<file path="config.mk">
export PLATFORM = sky130hd
export DESIGN_NAME = subleq_loader_flat
export DESIGN_NICKNAME = d
export VERILOG_FILES = /design/src/rtl/subleq_loader_if.sv /design/src/rtl/subleq_loader.sv /design/src/flat_wrapper.sv
export SDC_FILE = /design/constraint.sdc
export NUM_CORES = 1
export LEC_CHECK = 0
export CORE_MARGIN = 2
export CORE_UTILIZATION = 50
export DETAILED_ROUTE_END_ITERATION = 10
export GPL_TIMING_DRIVEN = 0
export PLACE_DENSITY = 0.76
export SLEW_MARGIN = 40
export SYNTH_ARGS = -nofsm -noshare
export SYNTH_HDL_FRONTEND = slang
export SYNTH_SLANG_ARGS = --single-unit
</file>
<file path="constraint.sdc">
create_clock -name iClock -period 2.3 [get_ports iClock]
set_input_delay 0.345 -clock iClock [delete_from_list [all_inputs] [get_ports iClock]]
set_output_delay 0.345 -clock iClock [all_outputs]
set_load 0.01 [all_outputs]
</file>
<file path="src/rtl/subleq_loader_if.sv">
// Byte-stream input and program-memory write bus of the subleq boot loader.
// master = UART/memory side, slave = loader.
interface subleq_loader_if #(
  parameter int ADDR_WIDTH = 13
);
  logic                  iRxValid;
  logic [7:0]            iRxByte;
  logic [ADDR_WIDTH-1:0] oAddress;
  logic [31:0]           oData;
  logic                  oWren;

  modport master (output iRxValid, iRxByte, input oAddress, oData, oWren);
  modport slave  (input iRxValid, iRxByte, output oAddress, oData, oWren);
endinterface

</file>
<file path="src/rtl/subleq_loader.sv">
// Boot loader: length-prefixed little-endian image from UART into program memory,
// holding the core in reset until done. Optional trailing XOR checksum: SUBLEQ_LOADER_CHECKSUM_EN.
module subleq_loader #(
  parameter int ADDR_WIDTH     = 13,
  parameter int TIMEOUT_CYCLES = 1000000
) (
  input  logic                iClock,
  input  logic                iReset,
  subleq_loader_if.slave      bus,
  output logic                oCpuReset,
  output logic                oDone,
  output logic                oError,
  output logic [ADDR_WIDTH:0] oWordCount
);

`ifdef SUBLEQ_LOADER_CHECKSUM_EN
  typedef enum logic [2:0] {S_LEN, S_DATA, S_CHECK, S_DONE, S_ERROR} state_t;
  localparam state_t S_FINAL = S_CHECK;
`else
  typedef enum logic [2:0] {S_LEN, S_DATA, S_DONE, S_ERROR} state_t;
  localparam state_t S_FINAL = S_DONE;
`endif

  localparam logic [32:0] MAX_WORDS = 33'(1) << ADDR_WIDTH;
  localparam logic [31:0] IDLE_LOAD = 32'(TIMEOUT_CYCLES);

  state_t                state_q, state_d;
  logic [1:0]            byte_idx_q, byte_idx_d;
  logic [31:0]           shift_q, shift_d;
  logic [ADDR_WIDTH:0]   len_q, len_d;
  logic [ADDR_WIDTH:0]   count_q, count_d;
  logic [ADDR_WIDTH-1:0] addr_q, addr_d;
  logic [31:0]           data_q, data_d;
  logic                  wren_q, wren_d;
  logic [31:0]           idle_q, idle_d;
  logic [7:0]            csum_q, csum_d;
  logic [31:0]           word_next;
  logic                  accept;
  logic                  idle_run;
  logic                  in_check;

  always_comb begin
    state_d    = state_q;
    byte_idx_d = byte_idx_q;
    shift_d    = shift_q;
    len_d      = len_q;
    count_d    = count_q;
    addr_d     = addr_q;
    data_d     = data_q;
    wren_d     = 1'b0;
    idle_d     = idle_q;
    csum_d     = csum_q;
    in_check   = 1'b0;
`ifdef SUBLEQ_LOADER_CHECKSUM_EN
    in_check   = (state_q == S_CHECK);
`endif
    word_next  = {bus.iRxByte, shift_q[31:8]};
    accept     = bus.iRxValid && (state_q == S_LEN || state_q == S_DATA);
    // byte_idx != 0 in S_LEN means a load has started
    idle_run   = (state_q == S_LEN && byte_idx_q != 2'd0) || state_q == S_DATA || in_check;

    if (accept) begin
      byte_idx_d = byte_idx_q + 2'd1;
      shift_d    = word_next;
      csum_d     = csum_q ^ bus.iRxByte;
    end

    case (state_q)
      S_LEN: begin
        if (accept && byte_idx_q == 2'd3) begin
          len_d = word_next[ADDR_WIDTH:0];
          if (word_next == 32'd0)
            state_d = S_FINAL;
          else if ({1'b0, word_next} > MAX_WORDS)
            state_d = S_ERROR;
          else
            state_d = S_DATA;
        end
      end
      S_DATA: begin
        if (accept && byte_idx_q == 2'd3) begin
          wren_d  = 1'b1;
          addr_d  = count_q[ADDR_WIDTH-1:0];
          data_d  = word_next;
          count_d = count_q + 1'b1;
          if (count_d == len_q)
            state_d = S_FINAL;
        end
      end
`ifdef SUBLEQ_LOADER_CHECKSUM_EN
      S_CHECK: begin
        if (bus.iRxValid)
          state_d = (bus.iRxByte == csum_q) ? S_DONE : S_ERROR;
      end
`endif
      default: ;
    endcase

    // a byte in the terminal-count cycle reloads the timer instead of timing out
    if (bus.iRxValid)
      idle_d = IDLE_LOAD;
    else if (TIMEOUT_CYCLES != 0 && idle_run) begin
      if (idle_q <= 32'd1)
        state_d = S_ERROR;
      else
        idle_d = idle_q - 32'd1;
    end
  end

  always_ff @(posedge iClock) begin
    if (iReset) begin
      state_q    <= S_LEN;
      byte_idx_q <= '0;
      shift_q    <= '0;
      len_q      <= '0;
      count_q    <= '0;
      addr_q     <= '0;
      data_q     <= '0;
      wren_q     <= 1'b0;
      idle_q     <= '0;
      csum_q     <= '0;
    end else begin
      state_q    <= state_d;
      byte_idx_q <= byte_idx_d;
      shift_q    <= shift_d;
      len_q      <= len_d;
      count_q    <= count_d;
      addr_q     <= addr_d;
      data_q     <= data_d;
      wren_q     <= wren_d;
      idle_q     <= idle_d;
      csum_q     <= csum_d;
    end
  end

  assign bus.oAddress = addr_q;
  assign bus.oData    = data_q;
  assign bus.oWren    = wren_q;
  assign oWordCount   = count_q;
  assign oCpuReset    = (state_q != S_DONE);
  assign oDone        = (state_q == S_DONE);
  assign oError       = (state_q == S_ERROR);

endmodule

</file>
<file path="src/flat_wrapper.sv">
// flat-port wrapper written by rule: the top's interface ports become plain ports
module subleq_loader_flat 
#(
  parameter int ADDR_WIDTH     = 13,
  parameter int TIMEOUT_CYCLES = 1000000
)
  (iClock, iReset, oCpuReset, oDone, oError, oWordCount, bus_iRxValid, bus_iRxByte, bus_oAddress, bus_oData, bus_oWren);
  subleq_loader_if #(.ADDR_WIDTH(ADDR_WIDTH)) bus_i ();
  input  logic iClock;
  input  logic iReset;
  output logic oCpuReset;
  output logic oDone;
  output logic oError;
  output logic [ADDR_WIDTH:0] oWordCount;
  input wire logic [$bits(bus_i.iRxValid)-1:0] bus_iRxValid;
  input wire logic [$bits(bus_i.iRxByte)-1:0] bus_iRxByte;
  output wire logic [$bits(bus_i.oAddress)-1:0] bus_oAddress;
  output wire logic [$bits(bus_i.oData)-1:0] bus_oData;
  output wire logic [$bits(bus_i.oWren)-1:0] bus_oWren;
  assign bus_i.iRxValid = bus_iRxValid;
  assign bus_i.iRxByte = bus_iRxByte;
  assign bus_oAddress = bus_i.oAddress;
  assign bus_oData = bus_i.oData;
  assign bus_oWren = bus_i.oWren;
  subleq_loader #(.ADDR_WIDTH(ADDR_WIDTH), .TIMEOUT_CYCLES(TIMEOUT_CYCLES)) u_core (.iClock(iClock), .iReset(iReset), .bus(bus_i), .oCpuReset(oCpuReset), .oDone(oDone), .oError(oError), .oWordCount(oWordCount));
endmodule
</file>
==> impl_metrics.csv <==
group,metric,value,unit
status,status,"complete, but fails checks",
status,violations,"setup timing",
timing,worst_slack,-172,ps
yosys,synth_compound_area_frac,0.153,
yosys,synth_fa_ha_area_frac,0.0108,
yosys,synth_edf_count,0,
grt,grt_use_total,0.254,
timing,tightest_slew,616,ps
timing,grt_setup_unrepaired,"yes",
hold_path,min_path_cells,2,
layout,antenna_cells,0,
yosys,yosysTopAreaCell,"dfxtp_1",
yosys,synth_top_family_by_area,"simple AND/OR/NAND/NOR gates",
critical_path,crit_required,2640,ps
yosys,synth-simple-area-share,0.253,
yosys,synth_cell_types,55,
placed_design,gp_congestion,0.889,
routing,final_antenna_net_count,0,
yosys,synth_area_leaders,"dfxtp_1 (47%), nand2_1 (10%), a21oi_1 (8.6%)",
routing,drt-total-wl,15900,um
grt,grt_max_degree,17,
layout,stdcell_count,972,
critical_path,crit_type,"reg2reg",
yosys,ys_async_sr_fraction,0,
routing,wl_per_cell,16.3,um
power_and_ir_drop,power.density,751,mW/mm^2
floorplanning,chipWidth,112,um
floorplanning,initial_core_util,0.510,
placed_design,dp_cells,926,
critical_path,critPathLaunchType,"flip-flop",
grt,grt_pass1_vias,5438,
placed_design,dp_worst_setup_slack,-501,ps
routing,dr.pass1.iters,5,
floorplanning,io_pins,74,
timing,fin_skew,5.97,ps
placed_design,dp.final_hpwl,10500,um
power_and_ir_drop,p_leak,2.58,nW
critical_path,arrival,2820,ps
yosys,yosysMostFrequentCell,"nand2_1",
power_and_ir_drop,p_int,0.00435,W
floorplanning,core_area,0.0114,mm^2
layout,drive_above_1_share,0.141,
timing,relSlewSlack,0.590,
placed_design,io_buffer_count,72,
clock_tree,cts_buffers,17,
routing,route.detailed.drc,0,
timing,hold_viol,0,
critical_path,r2r-start,"u_core.idle_q[11]",
layout,layout.core_utilization,0.677,
timing,report.final.slew_viol_count,0,
timing,min_period_over_period,1.07,
critical_path,startpoint,"u_core.idle_q[11]",
yosys,seq_area_frac_synth,0.466,
clock_tree,insertion_delay,430,ps
power_and_ir_drop,switching_share,0.248,
power_and_ir_drop,power,0.00578,W
timing,fmax,0.405,GHz
critical_path,r2r-end,"u_core.idle_q[24]",
critical_path,cp-end-kind,"flip-flop",
yosys,synth_top_cell_area_share,0.466,
timing,min_period,2470,ps
yosys,syn_avg_cell_area,8.16,um^2
clock_tree,cts_root_buf,"clkbuf_16",
power_and_ir_drop,ir_drop,488,uV
floorplanning,dieHeight,112,um
critical_path,rrSetupSlack,-170,ps
routing,drtIter0Drc,317,
yosys,synthXorXnorAreaFrac,0.0498,
routing,routed_via_density,5.74,
clock_tree,htree_levels,4,
hold_path,hold_end,"u_core.bus.oAddress[8]",
grt,grt_pass1_wl,25700,um
layout,syn_to_final_growth,32.7,%
yosys,yosys_warnings,0,
yosys,synth-seq-cells,135,
power_and_ir_drop,seqPwrFrac,0.425,
critical_path,r2r_cells,7,
critical_path,crit_fanout,4,
floorplanning,rows,39,
yosys,netlist_area,0.00580,mm^2
clock_tree,clk_path_buf_depth,2,
timing,setup_viol,16,
clock_tree,clock_sinks,135,
clock_tree,cts_tree,"done",
layout,final_nets,832,
hold_path,hold_path_class,"reg2reg",
grt,grt_overflow_total,0,
routing,routed-via-count,5575,
yosys,netlist_instances,711,
floorplanning,die_area,0.0125,mm^2
grt,antenna_found_initial,0,
yosys,synth_commonest_cells,"nand2_1 (162), dfxtp_1 (135), a21oi_1 (100), nor2_1 (41), clkbuf_1 (34)",
power_and_ir_drop,comb_power_share,0.089,
yosys,synth_mux_area_frac,0.0276,
power_and_ir_drop,power_frac_clock,0.486,
yosys,ys.flop_type,"dfxtp_1",
job,cap_violations,0,
hold_path,min_from,"u_core.bus.oAddress[8]",
yosys,syn-num-nets,727,
clock_tree,path_clk_slew,60,ps
power_and_ir_drop,switching_power,0.00143,W
through the flow:
step / cell area, um^2 / TNS (ps) / hold slack, ps
2_1_floorplan: 5800 / -44.3 / 448
3_3_place_gp: 6700 / -30030 / 440
3_5_place_dp: 6700 / -33900 / 448
4_1_cts: 7480 / -1690 / 447
5_1_grt: 7700 / -3630 / 474
6_report: 7700 / -1790 / 453
registers in the layout, indices dropped and copies added (netlist names):
name                 count
u_core.bus.oData        32
u_core.len_q            14
u_core.shift_q          24
u_core.state_q           3
u_core.bus.oWren         1
u_core.idle_q           32
u_core.bus.oAddress     13
u_core.byte_idx_q        2
u_core.oWordCount       14
final cells by class:
type                       instances  area, um^2
buffer                            41         189
clock buffer                      18         439
clock inverter                    14         171
fill                             926        3670
inverter                          11        41.3
multi-input combinational        519        3080
sequential                       135        2720
tap                              143         179
timing repair buffer              91         878
worst max path at each step:
| stage | endpoint | slack (ps) |
|---|---|---|
| 2_1_floorplan | u_core.state_q[0] | -40 |
| 3_3_place_gp | u_core.oWordCount[3] | -470 |
| 3_5_place_dp | u_core.oWordCount[4] | -500 |
| 4_1_cts | u_core.idle_q[30] | -160 |
| 5_1_grt | u_core.idle_q[27] | -270 |
| 6_report | u_core.idle_q[24] | -170 |
cell families (layout without fill, tap and decap cells):
logic type,after synthesis,count (layout)
XOR/XNOR,33,33
flip-flops,135,135
AO/OA/AOI/OAI,156,156
adder cells (fa/ha/maj),5,5
multiplexers,16,16
AND/OR/NAND/NOR,309,309
buffers and inverters,57,175
power by group through the flow:
stage,clock [W],sequential (W),combinational [W]
after global placement,0,0.00250,0.000394
after detailed placement,0,0.00250,0.000412
after global routing,0.00293,0.00247,0.000568
after CTS,0.00283,0.00245,0.000464
after floorplan,0,0.00248,0.000310
final,0.00281,0.00246,0.000516
worst max-delay path, stage by stage, from the launching register on:
cell and delay, ps:
dfxtp_2 330, or4_4 510, or3_4 360, nor4_4 260, nand4_1 250, buf_4 220, or3_1 330, a21oi_1 130
routing by layer:
| metal | GRT usage | share of wire | vias to the layer above |
|---|---|---|---|
| li1 | - | - | 2701 |
| met1 | 0.312 | 0.43 | 2661 |
| met2 | 0.423 | 0.48 | 189 |
| met3 | 0.0680 | 0.065 | 24 |
| met4 | 0.103 | 0.017 | 0 |
| met5 | 0 | 0 | - |
cells in the final DEF, fill, tap and decap left out, drive strengths merged, types with 4 or more instances in the layout:
master / instances
nand3: 11
dfxtp: 135
a21oi: 100
xnor2: 21
mux2i: 16
ha: 5
clkinv: 4
o21ai: 20
inv: 15
xor2: 12
clkdlybuf4s50: 72
buf: 30
clkbuf: 47
o31ai: 11
nor2: 41
and3: 4
nand4: 14
nand2: 162
nor3: 12
or4: 13
nor4: 16
or3: 19
timing repair:
item	in CTS	in global routing
hold buffers	0	0
pin swaps	12	16
cloned	1	0
setup buffers	11	7
setup endpoints to repair	60	50
gates resized for setup	24	52
Power figures use the tool's default switching activity.
